--- src/rtl/rtc_bus_pkg.sv ---
// Shared types and constants for the RTC multiplexed bus cycle engine.
package rtc_bus_pkg;

  typedef enum logic [2:0] {
    ST_IDLE      = 3'd0,
    ST_ADDR      = 3'd1,
    ST_ADDR_HOLD = 3'd2,
    ST_DATA      = 3'd3,
    ST_DATA_HOLD = 3'd4,
    ST_DONE      = 3'd5
  } state_e;

  localparam int unsigned PHASE_CYC_DEF = 32'd10;
  localparam int unsigned HOLD_CYC_DEF  = 32'd4;

  // Inactive level of the active-low RTC strobes.
  localparam logic STROBE_IDLE = 1'b1;

  // Phase timer reload value for a phase lasting n cycles.
  function automatic logic [7:0] cyc_to_load(input int unsigned n);
    return 8'(n - 32'd1);
  endfunction

endpackage

--- src/rtl/rtc_phase_timer.sv ---
// Loadable 8-bit down-counter timing one bus phase.
// zero_o flags the final cycle of the current phase; zero_next_o predicts
// the flag for the following cycle so the caller can register outputs early.
module rtc_phase_timer (
  input  logic       clk_i,
  input  logic       rst_ni,
  input  logic       load_i,
  input  logic [7:0] load_val_i,
  output logic       zero_o,
  output logic       zero_next_o
);

  logic [7:0] cnt_q;
  logic [7:0] cnt_d;

  // Next count: reload on phase entry, otherwise count down and stop at 0.
  always_comb begin
    cnt_d = cnt_q;
    if (load_i) begin
      cnt_d = load_val_i;
    end else if (cnt_q != 8'd0) begin
      cnt_d = cnt_q - 8'd1;
    end else begin
      cnt_d = cnt_q;
    end
  end

  // Count register.
  always_ff @(posedge clk_i or negedge rst_ni) begin
    if (!rst_ni) begin
      cnt_q <= 8'd0;
    end else begin
      cnt_q <= cnt_d;
    end
  end

  assign zero_o      = (cnt_q == 8'd0);
  assign zero_next_o = (cnt_d == 8'd0);

endmodule

--- src/rtl/rtc_bus_cycle_engine.sv ---
// One multiplexed address/data bus cycle to the RTC per accepted request.
// All pin-facing outputs are registered and decoded from the next state.
// Optional feature macro: RTC_BUS_BUSY_ERR_EN (err pulse on start while busy).
module rtc_bus_cycle_engine
  import rtc_bus_pkg::*;
#(
  parameter int unsigned PHASE_CYC = PHASE_CYC_DEF,
  parameter int unsigned HOLD_CYC  = HOLD_CYC_DEF
) (
  input  logic       clk_i,
  input  logic       rst_ni,
  input  logic       start_i,
  input  logic       w_r_i,
  input  logic [7:0] addr_i,
  input  logic [7:0] wdata_i,
  input  logic [7:0] dato_in_i,
  output logic [7:0] dato_out_o,
  output logic       dato_oe_o,
  output logic       a_d_o,
  output logic       cs_o,
  output logic       rd_o,
  output logic       wr_o,
  output logic [7:0] rdata_o,
  output logic       busy_o,
  output logic       done_o,
  output logic       err_o
);

  localparam logic [7:0] PHASE_LOAD = cyc_to_load(PHASE_CYC);
  localparam logic [7:0] HOLD_LOAD  = cyc_to_load(HOLD_CYC);

  state_e     state_q, state_d;
  logic [7:0] addr_q, addr_d;
  logic [7:0] wdata_q, wdata_d;
  logic       w_r_q, w_r_d;
  logic       a_d_q, a_d_d, cs_q, cs_d, rd_q, rd_d, wr_q, wr_d;
  logic       oe_q, oe_d, busy_q, busy_d, done_q, done_d;
  logic [7:0] dout_q, dout_d, rdata_q, rdata_d;

  logic       tmr_load;
  logic [7:0] tmr_val;
  logic       tmr_zero, tmr_zero_next;

  rtc_phase_timer u_timer (
    .clk_i       (clk_i),
    .rst_ni      (rst_ni),
    .load_i      (tmr_load),
    .load_val_i  (tmr_val),
    .zero_o      (tmr_zero),
    .zero_next_o (tmr_zero_next)
  );

  // Next-state, request latching and phase timer reloads.
  always_comb begin
    state_d  = state_q;
    addr_d   = addr_q;
    wdata_d  = wdata_q;
    w_r_d    = w_r_q;
    tmr_load = 1'b0;
    tmr_val  = 8'd0;
    case (state_q)
      ST_IDLE: begin
        if (start_i) begin
          state_d  = ST_ADDR;
          addr_d   = addr_i;
          wdata_d  = wdata_i;
          w_r_d    = w_r_i;
          tmr_load = 1'b1;
          tmr_val  = PHASE_LOAD;
        end else begin
          state_d = ST_IDLE;
        end
      end
      ST_ADDR: begin
        if (tmr_zero) begin
          state_d  = ST_ADDR_HOLD;
          tmr_load = 1'b1;
          tmr_val  = HOLD_LOAD;
        end else begin
          state_d = ST_ADDR;
        end
      end
      ST_ADDR_HOLD: begin
        if (tmr_zero) begin
          state_d  = ST_DATA;
          tmr_load = 1'b1;
          tmr_val  = PHASE_LOAD;
        end else begin
          state_d = ST_ADDR_HOLD;
        end
      end
      ST_DATA: begin
        if (tmr_zero) begin
          state_d  = ST_DATA_HOLD;
          tmr_load = 1'b1;
          tmr_val  = HOLD_LOAD;
        end else begin
          state_d = ST_DATA;
        end
      end
      ST_DATA_HOLD: begin
        if (tmr_zero) begin
          state_d = ST_DONE;
        end else begin
          state_d = ST_DATA_HOLD;
        end
      end
      ST_DONE: state_d = ST_IDLE;
      default: state_d = ST_IDLE;
    endcase
  end

  // Pin values for the coming cycle, decoded from the next state. On reads
  // the address is released in the last address-hold cycle so the bus is
  // already turned around before rd falls.
  always_comb begin
    a_d_d  = STROBE_IDLE;
    cs_d   = STROBE_IDLE;
    rd_d   = STROBE_IDLE;
    wr_d   = STROBE_IDLE;
    oe_d   = 1'b0;
    dout_d = 8'd0;
    done_d = 1'b0;
    busy_d = (state_d != ST_IDLE);
    case (state_d)
      ST_ADDR: begin
        a_d_d  = 1'b0;
        cs_d   = 1'b0;
        wr_d   = 1'b0;
        oe_d   = 1'b1;
        dout_d = addr_d;
      end
      ST_ADDR_HOLD: begin
        a_d_d  = 1'b0;
        oe_d   = w_r_d | ~tmr_zero_next;
        dout_d = addr_d;
      end
      ST_DATA: begin
        cs_d = 1'b0;
        if (w_r_d) begin
          wr_d   = 1'b0;
          oe_d   = 1'b1;
          dout_d = wdata_d;
        end else begin
          rd_d = 1'b0;
        end
      end
      ST_DATA_HOLD: begin
        if (w_r_d) begin
          oe_d   = 1'b1;
          dout_d = wdata_d;
        end else begin
          oe_d = 1'b0;
        end
      end
      ST_DONE: done_d = 1'b1;
      default: done_d = 1'b0;
    endcase
  end

  // Read byte is captured on the edge that closes the read data phase.
  always_comb begin
    if ((state_q == ST_DATA) && tmr_zero && !w_r_q) begin
      rdata_d = dato_in_i;
    end else begin
      rdata_d = rdata_q;
    end
  end

  // State, latched request and registered outputs.
  always_ff @(posedge clk_i or negedge rst_ni) begin
    if (!rst_ni) begin
      state_q <= ST_IDLE;
      addr_q  <= 8'd0;
      wdata_q <= 8'd0;
      w_r_q   <= 1'b0;
      a_d_q   <= STROBE_IDLE;
      cs_q    <= STROBE_IDLE;
      rd_q    <= STROBE_IDLE;
      wr_q    <= STROBE_IDLE;
      oe_q    <= 1'b0;
      dout_q  <= 8'd0;
      rdata_q <= 8'd0;
      busy_q  <= 1'b0;
      done_q  <= 1'b0;
    end else begin
      state_q <= state_d;
      addr_q  <= addr_d;
      wdata_q <= wdata_d;
      w_r_q   <= w_r_d;
      a_d_q   <= a_d_d;
      cs_q    <= cs_d;
      rd_q    <= rd_d;
      wr_q    <= wr_d;
      oe_q    <= oe_d;
      dout_q  <= dout_d;
      rdata_q <= rdata_d;
      busy_q  <= busy_d;
      done_q  <= done_d;
    end
  end

`ifdef RTC_BUS_BUSY_ERR_EN
  logic err_q, err_d;

  // A request arriving while a cycle is in flight is dropped and flagged.
  always_comb begin
    err_d = start_i && (state_q != ST_IDLE);
  end

  // Error pulse register.
  always_ff @(posedge clk_i or negedge rst_ni) begin
    if (!rst_ni) begin
      err_q <= 1'b0;
    end else begin
      err_q <= err_d;
    end
  end

  assign err_o = err_q;
`else
  assign err_o = 1'b0;
`endif

  assign dato_out_o = dout_q;
  assign dato_oe_o  = oe_q;
  assign a_d_o      = a_d_q;
  assign cs_o       = cs_q;
  assign rd_o       = rd_q;
  assign wr_o       = wr_q;
  assign rdata_o    = rdata_q;
  assign busy_o     = busy_q;
  assign done_o     = done_q;

endmodule

--- config.mk ---
export PLATFORM = sky130hd
export DESIGN_NAME = rtc_bus_cycle_engine
export DESIGN_NICKNAME = d
export VERILOG_FILES = /design/src/rtl/rtc_bus_pkg.sv /design/src/rtl/rtc_phase_timer.sv /design/src/rtl/rtc_bus_cycle_engine.sv
export SDC_FILE = /design/constraint.sdc
export NUM_CORES = 1
export LEC_CHECK = 0
export CAP_MARGIN = 20
export CORE_UTILIZATION = 45
export DETAILED_ROUTE_END_ITERATION = 10
export PLACE_DENSITY = 0.71
export SYNTH_ARGS = -nofsm -noshare
export SYNTH_HDL_FRONTEND = slang
export SYNTH_HIERARCHICAL = 1
export SYNTH_SLANG_ARGS = --single-unit
--- constraint.sdc ---
create_clock -name clk_i -period 4 [get_ports clk_i]
set_input_delay 1.2 -clock clk_i [delete_from_list [all_inputs] [get_ports clk_i]]
set_output_delay 1.2 -clock clk_i [all_outputs]
set_load 0.01 [all_outputs]
==> impl_metrics.tcl <==
set metrics [dict create \
    status "completed" \
    cts_tree "yes" \
    crit_top_cell "a211oi_1" \
    power.total_w 0.00197 \
    cts_hold_buf 0 \
    yosysSeqAreaShare 0.539 \
    coreArea_mm2 0.00511 \
    die_area_mm2 0.00558 \
    io_pins 52 \
    yosys.area.top_type "dfrtp_1" \
    cts.repair.resized 0 \
    antenna_found_initial 0 \
    slew_headroom 0.515 \
    finalHoldViolations 0 \
    end_kind "flop" \
    routed-via-count 1659 \
    drt-initial-drc-count 85 \
    grt_pass1_vias 1588 \
    drtPass1Iterations 4 \
    rr_startpoint "u_timer/cnt_q[0]" \
    die_height_um 74.7 \
    reg2reg_slack_ns 0.56 \
    dp_hpwl_um 3100 \
    cts_buffer_depth 2 \
    worstSetupPathType "in -> reg" \
    die_w_um 74.7 \
    cp.arrival_ns 3.81 \
    finalSetupTns_ns 0 \
    drive_gt1_frac 0.185 \
    antenna_cells 0 \
    synthFlopType "dfrtp_1" \
    pwr_density_cell_mw_per_mm2 643 \
    maxCapViolations 0 \
    avgSynthCellArea_um2 11.7 \
    gp_congestion 0.782 \
    cts_made_buffers 5 \
    critPathRequiredTime_ns 4.17 \
    cts_root_buf "clkbuf_8" \
    fmax_mhz 275 \
    holdPathEnd "addr_q[0]" \
    synth_area_leaders "dfrtp_1 49%, mux2_2 6.6%, dfstp_2 4.4%, mux2i_1 3.8%, mux2_4 3.2%" \
    clkSinkCount 51 \
    htree_num_levels 2 \
    ir_drop_mv 0.371 \
    grt_pass1_wl_um 7200 \
    grt-ovfl-total 0 \
    port-buffer-count 50 \
    min_period_over_period 0.909 \
    synth_warnings 6 \
    worst_pin_slew_ns 0.727 \
    yosys.area.top_type_share 0.494 \
    crit_family "simple AND/OR/NAND/NOR gates" \
    hold_start "addr_q[0]" \
    min_period_ns 3.64 \
    start_kind "input pin" \
    via_per_inst 4.95 \
    yosysUniqueCellTypes 46 \
    ant_nets 0 \
    drcViolationCount 0 \
    fin_skew_ns 0.00860 \
    r2r_cells 16 \
    clkLatencyLatePin_ns 0.30 \
    maxSlewViolCount 0 \
    crit_buf_inv 1 \
    cpMaxStageDelayCell "clkdlybuf4s50_1" \
    rsz0062_at_grt "false" \
    grtUsageTotal 0.172 \
    drt_wl_total_um 4320 \
    path_cells "clkdlybuf4s50_1 -> mux2i_1 -> nor3_1 -> or2_2 -> or4b_1 -> a211oi_1 -> a211oi_1 -> a221o_1 -> nor4_2 -> a311oi_1 -> a21oi_1 -> o21ai_0" \
    post_cts_buffers 0 \
    synthArstFlopShare 1.00 \
    post-route-util 0.601 \
    leakage_nw 1.33 \
    crit_path_max_fanout 4 \
    grt_max_degree 35 \
    cts.reportedPaths.clkPinSlew_ns 0.09 \
    rows 26 \
    synth_area_mm2 0.00238 \
    min_delay_path_depth 2 \
    num-nets-final 294 \
    synth-seq-cells 51 \
    cpPeakStageDelay_ns 0.48 \
    synth_edf_count 0 \
    start_util 0.466 \
    syn2layout_area_growth_pct 29.1 \
    wl_per_cell_um 12.9 \
    hp-class "reg -> reg" \
    setup_viol 0 \
    reg2reg_to "dato_oe_o" \
    syn_inst 204 \
]
cell usage after synthesis, types with 4 or more instances:
| library cell | count |
|---|---|
| dfstp_2 | 4 |
| a21oi_1 | 8 |
| buf_6 | 5 |
| nor3_1 | 4 |
| dfrtp_1 | 47 |
| nor2_1 | 12 |
| nand3_1 | 10 |
| mux2_4 | 5 |
| o21ai_0 | 6 |
| o21ai_1 | 8 |
| nand2_1 | 10 |
| inv_1 | 17 |
| mux2_2 | 14 |
| mux2i_1 | 9 |
worst min-delay path, stage by stage, from the launching register on:
cell and delay, ns:
dfrtp_1 0.33, mux2i_1 0.07, inv_1 0.05
area by class of cell:
type | count | area (um^2)
Clock buffer | 6 | 82.6
Clock inverter | 2 | 35.0
Fill cell | 452 | 2040
Inverter | 17 | 63.8
Multi-Input combinational cell | 133 | 980
Sequential cell | 51 | 1280
Tap cell | 70 | 87.6
Timing Repair Buffer | 56 | 541
through the flow:
stage               hold WS [ns]  setup WS (ns)  instances  cell area (um^2)
floorplan                  0.442          0.616        210              2400
global placement           0.457          0.160        327              2950
detailed placement         0.465         0.0536        327              2950
CTS                        0.487          0.364        335              3070
global route               0.507         0.0947        335              3070
finish                     0.479          0.363        335              3070
cells by family (layout without fill, tap and decap cells):
| logic type | after synthesis | count (layout) | synth area share |
|---|---|---|---|
| compound gates | 34 | 34 | 0.0931 |
| xor+xnor | 4 | 4 | 0.0147 |
| fa+ha+maj | 2 | 2 | 0.0105 |
| buf+inv | 26 | 81 | 0.0589 |
| flops | 51 | 51 | 0.539 |
| mux | 28 | 28 | 0.136 |
| other cells | 1 | 7 | 0.00158 |
| simple gates | 58 | 58 | 0.147 |
state kept, by name (all words and copies together), names as in the netlist:
register       cells
w_r_q              1
u_timer/cnt_q      8
rd_o               1
wr_o               1
done_o             1
state_q            3
dato_out_o         8
dato_oe_o          1
addr_q             8
wdata_q            8
busy_o             1
a_d_o              1
rdata_o            8
cs_o               1
worst max path at each step:
stage                     startpoint   endpoint  cells past startpoint
CTS                          start_i  dato_oe_o                     12
finish                       start_i  dato_oe_o                     12
detailed placement           start_i  dato_oe_o                     12
floorplan           u_timer/cnt_q[0]  dato_oe_o                     17
global placement             start_i  dato_oe_o                     12
global route                 start_i  dato_oe_o                     12
placed cells by master (no fill, tap or decap), drive strengths merged, types with 2 or more instances in the layout:
cell type      netlist  routed
a211oi               3       3
a21oi                8       8
a311oi               3       3
buf                  7       7
clkbuf               2       6
clkdlybuf4s50        0      49
conb                 1       7
dfrtp               47      47
dfstp                4       4
ha                   2       2
inv                 17      17
mux2                19      19
mux2i                9       9
nand2               10      10
nand2b               2       2
nand3               11      11
nor2                13      13
nor2b                3       3
nor3                 5       5
nor4                 2       2
nor4b                2       2
o21ai               14      14
or2                  2       2
or3                  3       3
xor2                 3       3
routing by layer:
| layer | routed length, um | up-vias | track usage |
|---|---|---|---|
| met3 | 219 | 3 | 0.0442 |
| li1 | - | 821 | - |
| met4 | 35 | 0 | 0.0566 |
| met1 | 2000 | 794 | 0.227 |
| met5 | 0 | - | 0 |
| met2 | 2060 | 41 | 0.277 |
power by group:
part           switching [W]  leakage [nW]  internal (W)  total, W
combinational       0.000361         0.651      0.000396  0.000757
sequential          0.000129         0.617      0.000729  0.000858
clock               0.000157        0.0612      0.000202  0.000360
Note: power is estimated with default switching activity, not from simulation.
